## src/rtl/multicycle_ctrl_fsm.sv

```systemverilog
// Main control FSM for the multicycle RV32I datapath: sequences each instruction,
// decodes ALU control and immediate select, stalls on mem_ready and traps bad opcodes.
module multicycle_ctrl_fsm #(
    parameter bit MEM_WAIT = 1'b1
) (
    input  logic       clk,
    input  logic       rst_n,
    input  logic [6:0] op,
    input  logic [2:0] funct3,
    input  logic       funct7b5,
    input  logic       zero,
    input  logic       mem_ready,
    output logic       pc_write,
    output logic       adr_src,
    output logic       mem_write,
    output logic       ir_write,
    output logic       reg_write,
    output logic [1:0] result_src,
    output logic [1:0] alu_src_a,
    output logic [1:0] alu_src_b,
    output logic [2:0] alu_control,
    output logic [2:0] imm_src,
    output logic       illegal,
    output logic [3:0] state
);

    localparam logic [3:0] S_FETCH    = 4'd0;
    localparam logic [3:0] S_DECODE   = 4'd1;
    localparam logic [3:0] S_MEMADR   = 4'd2;
    localparam logic [3:0] S_MEMREAD  = 4'd3;
    localparam logic [3:0] S_MEMWB    = 4'd4;
    localparam logic [3:0] S_MEMWRITE = 4'd5;
    localparam logic [3:0] S_EXECR    = 4'd6;
    localparam logic [3:0] S_EXECI    = 4'd7;
    localparam logic [3:0] S_ALUWB    = 4'd8;
    localparam logic [3:0] S_BRANCH   = 4'd9;
    localparam logic [3:0] S_JAL      = 4'd10;
    localparam logic [3:0] S_UPPER    = 4'd11;
    localparam logic [3:0] S_TRAP     = 4'd12;

    localparam logic [6:0] OP_LW    = 7'b0000011;
    localparam logic [6:0] OP_SW    = 7'b0100011;
    localparam logic [6:0] OP_R     = 7'b0110011;
    localparam logic [6:0] OP_I     = 7'b0010011;
    localparam logic [6:0] OP_BR    = 7'b1100011;
    localparam logic [6:0] OP_JAL   = 7'b1101111;
    localparam logic [6:0] OP_LUI   = 7'b0110111;
    localparam logic [6:0] OP_AUIPC = 7'b0010111;

    localparam logic [2:0] ALU_ADD = 3'b000;
    localparam logic [2:0] ALU_SUB = 3'b001;
    localparam logic [2:0] ALU_AND = 3'b010;
    localparam logic [2:0] ALU_OR  = 3'b011;
    localparam logic [2:0] ALU_SLT = 3'b101;

    logic [3:0] r_state;
    logic [3:0] w_next;
    logic       w_ready;
    logic       w_funct_ok;
    logic [2:0] w_funct_alu;
    logic       w_pc_write;
    logic       w_ir_write;
    logic       w_mem_write;
    logic       w_reg_write;

    assign w_ready = !MEM_WAIT || mem_ready;

    // Unsupported funct3 values (shifts, xor, sltu) still compute add but trap afterwards.
    always_comb begin
        w_funct_alu = ALU_ADD;
        w_funct_ok  = 1'b1;
        case (funct3)
            3'b000:  w_funct_alu = (op[5] && funct7b5) ? ALU_SUB : ALU_ADD;
            3'b010:  w_funct_alu = ALU_SLT;
            3'b110:  w_funct_alu = ALU_OR;
            3'b111:  w_funct_alu = ALU_AND;
            default: w_funct_ok  = 1'b0;
        endcase
    end

    always_comb begin
        w_next = S_FETCH;
        case (r_state)
            S_FETCH:    w_next = w_ready ? S_DECODE : S_FETCH;
            S_DECODE: begin
                case (op)
                    OP_LW, OP_SW:     w_next = S_MEMADR;
                    OP_R:             w_next = S_EXECR;
                    OP_I:             w_next = S_EXECI;
                    OP_BR:            w_next = (funct3[2:1] == 2'b00) ? S_BRANCH : S_TRAP;
                    OP_JAL:           w_next = S_JAL;
                    OP_LUI, OP_AUIPC: w_next = S_UPPER;
                    default:          w_next = S_TRAP;
                endcase
            end
            S_MEMADR:   w_next = op[5] ? S_MEMWRITE : S_MEMREAD;
            S_MEMREAD:  w_next = w_ready ? S_MEMWB : S_MEMREAD;
            S_MEMWB:    w_next = S_FETCH;
            S_MEMWRITE: w_next = w_ready ? S_FETCH : S_MEMWRITE;
            S_EXECR,
            S_EXECI:    w_next = w_funct_ok ? S_ALUWB : S_TRAP;
            S_JAL,
            S_UPPER:    w_next = S_ALUWB;
            S_ALUWB,
            S_BRANCH:   w_next = S_FETCH;
            S_TRAP:     w_next = S_TRAP;
            default:    w_next = S_FETCH;
        endcase
    end

    always_ff @(posedge clk or negedge rst_n) begin
        if (!rst_n) r_state <= S_FETCH;
        else        r_state <= w_next;
    end

    always_comb begin
        w_pc_write  = 1'b0;
        w_ir_write  = 1'b0;
        w_mem_write = 1'b0;
        w_reg_write = 1'b0;
        adr_src     = 1'b0;
        result_src  = 2'b00;
        alu_src_a   = 2'b00;
        alu_src_b   = 2'b00;
        alu_control = ALU_ADD;
        case (r_state)
            S_FETCH: begin
                w_pc_write = w_ready;
                w_ir_write = w_ready;
                result_src = 2'b10;
                alu_src_b  = 2'b10;
            end
            S_DECODE: begin
                alu_src_a = 2'b01;
                alu_src_b = 2'b01;
            end
            S_MEMADR: begin
                alu_src_a = 2'b10;
                alu_src_b = 2'b01;
            end
            S_MEMREAD:  adr_src = 1'b1;
            S_MEMWRITE: begin
                adr_src     = 1'b1;
                w_mem_write = 1'b1;
            end
            S_MEMWB: begin
                result_src  = 2'b01;
                w_reg_write = 1'b1;
            end
            S_EXECR: begin
                alu_src_a   = 2'b10;
                alu_control = w_funct_alu;
            end
            S_EXECI: begin
                alu_src_a   = 2'b10;
                alu_src_b   = 2'b01;
                alu_control = w_funct_alu;
            end
            S_ALUWB:    w_reg_write = 1'b1;
            S_BRANCH: begin
                alu_src_a   = 2'b10;
                alu_control = ALU_SUB;
                w_pc_write  = zero ^ funct3[0];
            end
            S_JAL: begin
                alu_src_a  = 2'b01;
                alu_src_b  = 2'b10;
                w_pc_write = 1'b1;
            end
            S_UPPER: begin
                alu_src_a = op[5] ? 2'b11 : 2'b01;
                alu_src_b = 2'b01;
            end
            default: ;
        endcase
    end

    // Enables are gated by rst_n so an asynchronous reset cancels any write at once.
    assign pc_write  = rst_n & w_pc_write;
    assign ir_write  = rst_n & w_ir_write;
    assign mem_write = rst_n & w_mem_write;
    assign reg_write = rst_n & w_reg_write;

    always_comb begin
        imm_src = 3'b000;
        case (op)
            OP_SW:            imm_src = 3'b001;
            OP_BR:            imm_src = 3'b010;
            OP_JAL:           imm_src = 3'b011;
            OP_LUI, OP_AUIPC: imm_src = 3'b100;
            default:          imm_src = 3'b000;
        endcase
    end

    assign illegal = (r_state == S_TRAP);
    assign state   = r_state;

endmodule
```

## config.mk

```make
export PLATFORM = sky130hd
export DESIGN_NAME = multicycle_ctrl_fsm
export DESIGN_NICKNAME = d
export VERILOG_FILES = /design/src/rtl/multicycle_ctrl_fsm.sv
export SDC_FILE = /design/constraint.sdc
export NUM_CORES = 1
export LEC_CHECK = 0
export ABC_AREA = 0
export CAP_MARGIN = 25
export CORE_MARGIN = 5
export CORE_UTILIZATION = 34
export CTS_CLUSTER_SIZE = 10
export DETAILED_ROUTE_END_ITERATION = 8
export PLACE_DENSITY = 0.75
export SKIP_LAST_GASP = 1
export SYNTH_ARGS = -nofsm -noshare
export SYNTH_HDL_FRONTEND = slang
export SYNTH_SLANG_ARGS = --single-unit
```

## constraint.sdc

```tcl
create_clock -name clk -period 1.1 [get_ports clk]
set_input_delay 0.11 -clock clk [delete_from_list [all_inputs] [get_ports clk]]
set_output_delay 0.11 -clock clk [all_outputs]
set_load 0.01 [all_outputs]
```

==> results of run 1 <==
## repair_timing
action                                  4_1_cts
setup buffers                                19
gates resized for setup                     142
endpoints found under the setup margin       26
pin swaps                                    19
## synthesized netlist by cell type (2+ instances only)
cell / number / area share
and3_1: 2 / 0.019
o21ai_0: 7 / 0.053
nand2_1: 8 / 0.046
nand3b_1: 2 / 0.023
a21oi_1: 6 / 0.046
buf_6: 2 / 0.034
nand3_1: 4 / 0.030
o32ai_1: 3 / 0.040
nand2b_1: 8 / 0.076
nor2_1: 9 / 0.051
a31oi_1: 2 / 0.019
dfrtp_1: 4 / 0.15
o22ai_1: 2 / 0.019
nand4_1: 2 / 0.019
nor2b_1: 2 / 0.019
nor3_1: 6 / 0.046
buf_2: 3 / 0.023
inv_1: 4 / 0.023
## stage by stage
step | util | setup TNS (ns) | hold WS [ns] | std cells
after floorplan | - | -0.604 | -0.186 | 96
after global placement | 0.761 | -11.01 | 0.552 | 191
after detailed placement | 0.761 | -11.64 | 0.537 | 191
after CTS | 0.905 | -6.57 | 0.310 | 212
## logic make-up after synthesis
logic type | synth area share
AO/OA/AOI/OAI | 0.280
buffers and inverters | 0.0800
AND/OR/NAND/NOR | 0.446
multiplexers | 0.0152
flip-flops | 0.152
XOR/XNOR | 0.0267
==> flow_metrics.tcl, run 1 <==
set metrics [dict create \
    outcome "did not finish" \
    stop_stage "5_1_grt" \
    error "[ERROR DPL-0033] detailed placement checks failed during check placement." \
    synth-seq-area-share 0.152 \
    synth_flop_cell "dfrtp_1" \
    htree_levels 1 \
    num_rows 15 \
    netlist_instances 96 \
    synth.distinct_cells 38 \
    synthesis.area_um2 657 \
    cts_buffer_depth 2 \
    hpwl_um 2280 \
    cts_buffers 3 \
    antenna_found_initial 0 \
    start_util 0.368 \
    chipHeight_um 54.0 \
    ys_seq_elements 4 \
    avgSynthCellArea_um2 6.84 \
    io_pins 37 \
    ys_warn_count 0 \
    async_reset_ff_frac 1.00 \
    synth_nets 111 \
    placed_cell_area_um2 1360 \
    grt_max_degree 8 \
    worst-ep-kind "top-level output" \
    place_worst_setup_slack_ns -0.690 \
    gp_congestion 0.921 \
    clock_sinks 4 \
    synth-edff-count 0 \
    die_w_um 54.0 \
    clock-root-buffer "clkbuf_4" \
    port_buffers 36 \
    worstEndpointGrtRepair "pc_write" \
    ctsHoldBuffers 0 \
]
==> inputs of run 2 (changes only) <==
Settings changed: CORE_AREA set to 5 5 66 68, CORE_MARGIN 5 to not set, CORE_UTILIZATION 34 to not set, CTS_CLUSTER_SIZE 10 to not set, DIE_AREA set to 0 0 71 73, PLACE_DENSITY 0.75 to not set, PLACE_DENSITY_LB_ADDON set to 0.15.
Clock period 1.1 ns to 1.4 ns, I/O delays scaled along.
==> run 2 against run 1 <==
Against the previous run: the flow now finishes, with violations (negative setup slack); synthesized cell count unchanged; area after synthesis unchanged.
==> flow_metrics.tcl, run 2 <==
set metrics [dict create \
    clock-root-buffer "clkbuf_8" \
    p_sw_frac 0.404 \
    grt_max_degree 9 \
    multi_input_area_um2 662 \
    synth_top_area_cell "dfrtp_1" \
    num_rows 23 \
    seq_area_um2 104 \
    start_util 0.173 \
    async_reset_ff_frac 1.00 \
    die-area_um2 5180 \
    comb_power_share 0.781 \
    finalClockSkew_ns 0.00330 \
    drv_cap 0 \
    layout-drive-gt1-share 0.593 \
    hold_violations 0 \
    p_int_mw 1.26 \
    hpwl_um 2260 \
    antenna_found_initial 0 \
    chipHeight_um 73 \
    dr.pass1.iters 3 \
    core_um2 3800 \
    max-vdd-ir-drop_mv 0.324 \
    synth.distinct_cells 38 \
    seq_power_share 0.105 \
    vias_per_cell 4.44 \
    fin_ws_ns -0.113 \
    port_buffers 36 \
    tightest_slew_ns 0.269 \
    stdcell_count 232 \
    period_share 1.08 \
    place_worst_setup_slack_ns -0.476 \
    ant_nets 0 \
    drc 0 \
    endpoint_kind "primary output" \
    critPathArrivalTime_ns 1.37 \
    die_w_um 71 \
    drt_iter0_drc 28 \
    io_pins 37 \
    power_mw 2.12 \
    ctsHoldBuffers 0 \
    gp_congestion 0.768 \
    fmax_mhz 661 \
    synth_nets 111 \
    cts_buffers 3 \
    synth_common_cells "9 x nor2_1, 8 x nand2_1, 8 x nand2b_1" \
    wl_per_cell_um 13.2 \
    path_max_fanout 4 \
    grt_pass1_vias 1015 \
    hold_path_class "input port to async pin" \
    yosys-top-cells-area "dfrtp_1 15%, nand2b_1 7.6%, o21ai_0 5.3%, nor2_1 5.1%, a21oi_1 4.6%" \
    rrSetupSlack_ns -0.04 \
    r2r-end "state[2]" \
    htree_levels 1 \
    largest_reg_flops 4 \
    power_frac_clock 0.114 \
    mostFrequentLayoutCells "41 x buf_4, 14 x buf_2, 12 x buf_6" \
    rsz0062_at_grt "true" \
    synth_flop_cell "dfrtp_1" \
    synth_top_area_share 0.152 \
    vias 1029 \
    ys_seq_elements 4 \
    grt_use_total 0.115 \
    ys_warn_count 0 \
    slew_viol_final 0 \
    fill_cells 424 \
    crit_required_ns 1.26 \
    netSwitchingPower_mw 0.855 \
    final_common_cell "buf_4" \
    cts_tree "done" \
    finalCriticalPeriod_ns 1.51 \
    setup_tns_ns -0.744 \
    cts_buffer_depth 2 \
    grt_pass1_wl_um 4840 \
    relSlewSlack 0.819 \
    outcome "complete, but fails checks" \
    n_antenna_cell 0 \
    netlist_instances 96 \
    dp_cells 211 \
    failed_checks "negative setup slack" \
    cp-start-kind "flop" \
    cts.clk_slew.worst_paths_ns 0.03 \
    synth-edff-count 0 \
    wirelength_um 3070 \
    insertion_delay_ns 0.22 \
    p_leak_nw 0.753 \
    clock_sinks 4 \
    reg2reg_depth 7 \
    critPathKind "flop to primary output" \
    synthToLayoutAreaGrowth_pct 142 \
    synth-seq-area-share 0.152 \
    synthesis.area_um2 657 \
    p_per_area_nw_per_um2 1330 \
    avgSynthCellArea_um2 6.84 \
    setup_viol 14 \
    yosysMostFrequentCell "nor2_1" \
    timing.rr.start "state[1]" \
    nets 199 \
    overflow 0 \
]
run 2: how the worst max path moves through the flow:
stage	depth (start not counted)	endpoint	from	slack, ns
2_1_floorplan	4	alu_control[0]	state[1]	0.06
3_3_place_gp	6	pc_write	mem_ready	-0.46
3_5_place_dp	6	pc_write	mem_ready	-0.48
4_1_cts	5	pc_write	state[1]	-0.12
5_1_grt	5	pc_write	state[0]	-0.21
6_report	5	pc_write	state[0]	-0.11
run 2: layout make-up:
cell class                      count  area share
Timing Repair Buffer               88       0.444
Multi-Input combinational cell     83       0.416
Inverter                            4     0.00943
Sequential cell                     4      0.0653
Tap cell                           50      0.0393
Clock buffer                        3      0.0259
run 2: kinds of logic (layout without fill, tap and decap cells):
kind of cell / count (synthesis) / after routing / synth area share
AO/OA/AOI/OAI: 28 / 28 / 0.280
XOR/XNOR: 2 / 2 / 0.0267
buffers and inverters: 9 / 95 / 0.0800
flip-flops: 4 / 4 / 0.152
multiplexers: 1 / 1 / 0.0152
AND/OR/NAND/NOR: 52 / 52 / 0.446
run 2: power by group through the flow:
stage | Clock [mW] | Combinational [mW] | Sequential (mW)
finish | 0.242 | 1.65 | 0.222
global route | 0.255 | 1.78 | 0.231
CTS | 0.250 | 1.36 | 0.216
detailed placement | 0 | 1.30 | 0.203
global placement | 0 | 1.30 | 0.202
floorplan | 0 | 0.563 | 0.217
run 2: worst max-delay path: stages, from the launching register on:
cell,delay [ns]
dfrtp_1,0.42
nor2b_2,0.20
nand2_1,0.10
o22ai_1,0.14
and3b_1,0.17
buf_2,0.12
run 2: through the flow:
stage	utilization	instance area, um2	hold WS, ns
2_1_floorplan	-	657	-0.156
3_3_place_gp	0.342	1300	0.538
3_5_place_dp	0.342	1300	0.541
4_1_cts	0.374	1420	0.313
5_1_grt	0.419	1590	0.335
6_report	0.419	1590	0.314
run 2: routing by layer:
metal | track usage | vias up | part of all wire
li1 | - | 532 | -
met1 | 0.139 | 469 | 0.45
met2 | 0.200 | 26 | 0.49
met3 | 0.0303 | 2 | 0.052
met4 | 0.0313 | 0 | 0.0033
met5 | 0 | - | 0
run 2: timing repair:
| item | 4_1_cts | 5_1_grt |
|---|---|---|
| setup endpoints to repair | 24 | 21 |
| resized for setup | 101 | 33 |
| pin swaps | 12 | 15 |
| gates cloned | 1 | 0 |
| buffers inserted | 8 | 9 |
Note: power is estimated with default switching activity, not from simulation.
==> inputs of run 3 (changes only) <==
Settings changed: SKIP_CTS_REPAIR_TIMING set to 1.
==> run 3 against run 2 <==
Against the previous run: the run still ends with negative setup slack left; critical path depth increased by 1; die area unchanged; utilization decreased by 0.53 points; via count decreased by 2.9%; total power decreased by 1.5%; critical path type unchanged; largest cell class unchanged; largest power group unchanged; highest routed layer unchanged.
==> flow_metrics.tcl, run 3 (synthesis gave the netlist of run 2 again) <==
set metrics [dict create \
    outcome "complete, but fails checks" \
    failed_checks "negative setup slack" \
    cts_tree "done" \
    ant_nets 0 \
    hold_path_class "input port to async pin" \
    cts_buffers 3 \
    core_um2 3800 \
    critPathKind "flop to primary output" \
    final_cell_area_um2 1570 \
    wl_per_cell_um 13.5 \
    dr.pass1.iters 4 \
    rsz0062_at_grt "true" \
    vias 999 \
    overflow 0 \
    wirelength_um 2990 \
    hold_violations 0 \
    slew_viol_final 0 \
    insertion_delay_ns 0.22 \
    n_antenna_cell 0 \
    hpwl_um 2260 \
    drv_cap 0 \
    crit_chain "buf_6 -> nor2b_4 -> nand2_2 -> o22ai_2 -> and3b_1 -> clkbuf_2" \
    num_rows 23 \
    grt_pass1_vias 979 \
    seq_area_um2 104 \
    clock-root-buffer "clkbuf_8" \
    gp_congestion 0.768 \
    mostFrequentLayoutCells "31 x buf_4, 13 x dlymetal6s2s_1, 10 x buf_2, 10 x buf_6, 8 x clkdlybuf4s50_1" \
    cp-start-kind "flop" \
    p_leak_nw 0.837 \
    grt_use_total 0.108 \
    clock_sinks 4 \
    critPathArrivalTime_ns 1.40 \
    vias_per_cell 4.50 \
    crit_required_ns 1.26 \
    nets 189 \
    relSlewSlack 0.816 \
    place_worst_setup_slack_ns -0.476 \
    multi_input_area_um2 653 \
    dp_cells 211 \
    die-area_um2 5180 \
    stdcell_count 222 \
    cts.clk_slew.worst_paths_ns 0.03 \
    drc 0 \
    port_buffers 36 \
    fmax_mhz 648 \
    cts_buffer_depth 2 \
    start_util 0.173 \
    placed_cell_area_um2 1300 \
    chipHeight_um 73 \
    tightest_slew_ns 0.273 \
    endpoint_kind "primary output" \
    grt_pass1_wl_um 4570 \
    path_max_fanout 7 \
    synthToLayoutAreaGrowth_pct 139 \
    die_w_um 71 \
    io_pins 37 \
    cp_top_family "flip-flops" \
    path_buf_inv 2 \
    timing.rr.start "state[3]" \
    finalClockSkew_ns 0.00252 \
    fin_ws_ns -0.143 \
    htree_levels 1 \
    p_per_area_nw_per_um2 1330 \
    finalCriticalPeriod_ns 1.54 \
    cpMaxStageDelayCell "dfrtp_2" \
    setup_viol 14 \
    largest_reg_flops 4 \
    period_share 1.10 \
    fill_cells 418 \
    crit_path_start "state[1]" \
    max-vdd-ir-drop_mv 0.324 \
    drt_iter0_drc 23 \
    final_common_cell "buf_4" \
    slowest_delay_ns 0.46 \
    grt_max_degree 12 \
    setup_tns_ns -0.752 \
    layout-drive-gt1-share 0.547 \
    antenna_found_initial 0 \
]
## run 3: worst paths after layout
check | to | slack (ns) | cells after the start
worst max-delay path | pc_write | -0.14 | 6
worst min register to register | state[1] | 0.71 | 2
min in group clk | state[1] | 0.44 | 3
max in group asynchronous | state[2] | 0.97 | 2
worst min-delay path | state[0] | 0.32 | 2
worst max register to register | state[2] | -0.04 | 7
## run 3: cell type report
| type | instances | share of cell area |
|---|---|---|
| repair buffers | 78 | 0.441 |
| multi-input cells | 83 | 0.416 |
| flip-flops and latches | 4 | 0.0661 |
| well taps | 50 | 0.0398 |
| clock buffers | 3 | 0.0263 |
| inverters | 4 | 0.0111 |
## run 3: where the power goes
part | total [mW] | switching [mW] | internal [mW]
logic | 1.62 | 0.709 | 0.907
registers | 0.221 | 0.0651 | 0.156
clock network | 0.246 | 0.0625 | 0.184
## run 3: stage by stage
stage                     power, mW  hold WS, ns  utilization
after global routing           2.22        0.346        0.414
after detailed placement       1.51        0.541        0.342
after CTS                      1.76        0.310        0.352
final                          2.08        0.316        0.414
after floorplan               0.780       -0.156            -
after global placement         1.51        0.538        0.342
## run 3: routing by layer
| layer | vias up | GRT usage | routed length, um | part of all wire |
|---|---|---|---|---|
| met1 | 456 | 0.131 | 1320 | 0.44 |
| met5 | - | 0 | 0 | 0 |
| li1 | 508 | - | - | - |
| met4 | 0 | 0.0334 | 18 | 0.0060 |
| met2 | 31 | 0.186 | 1490 | 0.50 |
| met3 | 4 | 0.0289 | 160 | 0.054 |
==> inputs of run 4 (changes only) <==
Settings changed: GPL_ROUTABILITY_DRIVEN set to 0.
Clock period 1.4 ns to 1.99 ns, I/O delays scaled along.
==> run 4 against run 3 <==
Against the previous run: the run still ends with negative setup slack left; combinational power is 52% lower; final cell count is 12% lower; sequential share of layout area is 1.6 points higher; largest power group unchanged; worst setup slack better by 0.098 ns; worst hold slack better by 0.026 ns; count of clock-buffer cells in the layout stayed put; critical path depth is 2 lower; global-route usage is 0.70 points lower; first-iteration DRC count is 35% higher; clock skew hardly changed; highest routed layer unchanged; register-to-register slack better by 0.66 ns.
==> flow_metrics.tcl, run 4 (synthesis gave the netlist of run 2 again) <==
set metrics [dict create \
    outcome "complete, but fails checks" \
    failed_checks "negative setup slack" \
    slowest_delay_ns 0.53 \
    htree_levels 1 \
    die-area_um2 5180 \
    clock_sinks 4 \
    power_frac_clock 0.160 \
    core_um2 3800 \
    grt_pass1_vias 966 \
    cts.clk_slew.worst_paths_ns 0.03 \
    top_usage_layer "met2" \
    crit_chain "or2_2 -> o21ai_1 -> a22o_1 -> clkdlybuf4s50_1" \
    antenna_found_initial 0 \
    r2r-end "state[2]" \
    mostFrequentLayoutCells "22 x clkdlybuf4s50_1, 15 x buf_4, 14 x dlymetal6s2s_1" \
    fmax_mhz 492 \
    fin_ws_ns -0.0441 \
    largest_reg_flops 4 \
    hpwl_um 2130 \
    finalCriticalPeriod_ns 2.03 \
    met2_usage 0.170 \
    cts_tree "done" \
    vias 909 \
    wirelength_um 2580 \
    overflow 0 \
    hold_violations 0 \
    drc 0 \
    seq_area_um2 103 \
    grt_max_degree 17 \
    rsz0062_at_grt "true" \
    multi_input_area_um2 519 \
    setup_viol 1 \
    relSlewSlack 0.813 \
    nets 162 \
    dp_cells 191 \
    crit_required_ns 1.79 \
    start_util 0.173 \
    stdcell_count 195 \
    chipHeight_um 73 \
    insertion_delay_ns 0.22 \
    port_buffers 36 \
    wl_per_cell_um 13.2 \
    p_int_mw 0.640 \
    grtUsageMet3 0.0386 \
    finalClockSkew_ns 0.00236 \
    p_sw_frac 0.417 \
    reg2reg_depth 5 \
    p_per_area_nw_per_um2 880 \
    max-vdd-ir-drop_mv 0.244 \
    grt_pass1_wl_um 4280 \
    layout-drive-gt1-share 0.214 \
    clock-root-buffer "clkbuf_8" \
    finish.utilization 0.329 \
    power_mw 1.10 \
    num_rows 23 \
    grt_use_total 0.101 \
    path_max_fanout 7 \
    rrSetupSlack_ns 0.62 \
    drv_cap 0 \
    cp-start-kind "flop" \
    synthToLayoutAreaGrowth_pct 90.1 \
    critPathArrivalTime_ns 1.84 \
    netSwitchingPower_mw 0.459 \
    comb_power_share 0.709 \
    ant_nets 0 \
    timing.rr.start "state[1]" \
    tightest_slew_ns 0.279 \
    endpoint_kind "primary output" \
    period_share 1.02 \
    io_pins 37 \
    final_common_cell "clkdlybuf4s50_1" \
    slew_viol_final 0 \
    critPathKind "flop to primary output" \
    dr.pass1.iters 4 \
    cpMaxStageDelayCell "clkdlybuf4s50_1" \
    hold_path_class "input port to async pin" \
    drt_iter0_drc 31 \
    die_w_um 71 \
    fill_cells 443 \
    cts_buffers 3 \
    n_antenna_cell 0 \
    p_leak_nw 0.687 \
    seq_power_share 0.131 \
    vias_per_cell 4.66 \
    grt_use_met1 0.127 \
    cts_buffer_depth 2 \
]
-- run 4: cell type report --
type,count,share of cell area
Tap cell,50,0.0501
Multi-Input combinational cell,83,0.416
Sequential cell,4,0.0822
Timing Repair Buffer,51,0.407
Inverter,4,0.0120
Clock buffer,3,0.0331
-- run 4: critical path: cells and delay by family (launching register included) --
kind	cells	cell delay (ns)
flip-flops	1	0.44
buffers and inverters	1	0.53
AND/OR/NAND/NOR	1	0.35
AO/OA/AOI/OAI	2	0.28
-- run 4: power by group through the flow --
| stage | sequential [mW] | clock, mW | combinational (mW) |
|---|---|---|---|
| 2_1_floorplan | 0.153 | 0 | 0.396 |
| 3_3_place_gp | 0.141 | 0 | 0.789 |
| 3_5_place_dp | 0.142 | 0 | 0.788 |
| 4_1_cts | 0.141 | 0.181 | 0.791 |
| 5_1_grt | 0.150 | 0.187 | 0.849 |
| 6_report | 0.144 | 0.176 | 0.779 |
-- run 4: worst max-delay path by stage --
stage | startpoint | endpoint | slack, ns | cells after the start
final | state[3] | alu_src_b[0] | -0.04 | 4
after floorplan | state[1] | alu_control[0] | 0.59 | 4
after global placement | op[5] | alu_control[0] | 0.05 | 4
after detailed placement | op[5] | alu_control[0] | 0.02 | 4
after global routing | state[3] | alu_src_b[0] | -0.1 | 4
after CTS | state[3] | alu_src_b[0] | -0.12 | 4
-- run 4: routing by layer --
layer | up-vias | part of all wire
met5 | - | 0
met4 | 0 | 0.0023
met3 | 2 | 0.072
met2 | 33 | 0.45
met1 | 415 | 0.48
li1 | 459 | -
-- run 4: stage by stage --
step           area, um2  hold WS (ns)  worst slack (ns)  TNS [ns]
2_1_floorplan        657       -0.0966             0.592         0
3_3_place_gp        1150         0.589            0.0464         0
3_5_place_dp        1150         0.574            0.0195         0
4_1_cts             1190         0.343            -0.120    -0.442
5_1_grt             1250         0.373           -0.0971   -0.0971
6_report            1250         0.342           -0.0441   -0.0441
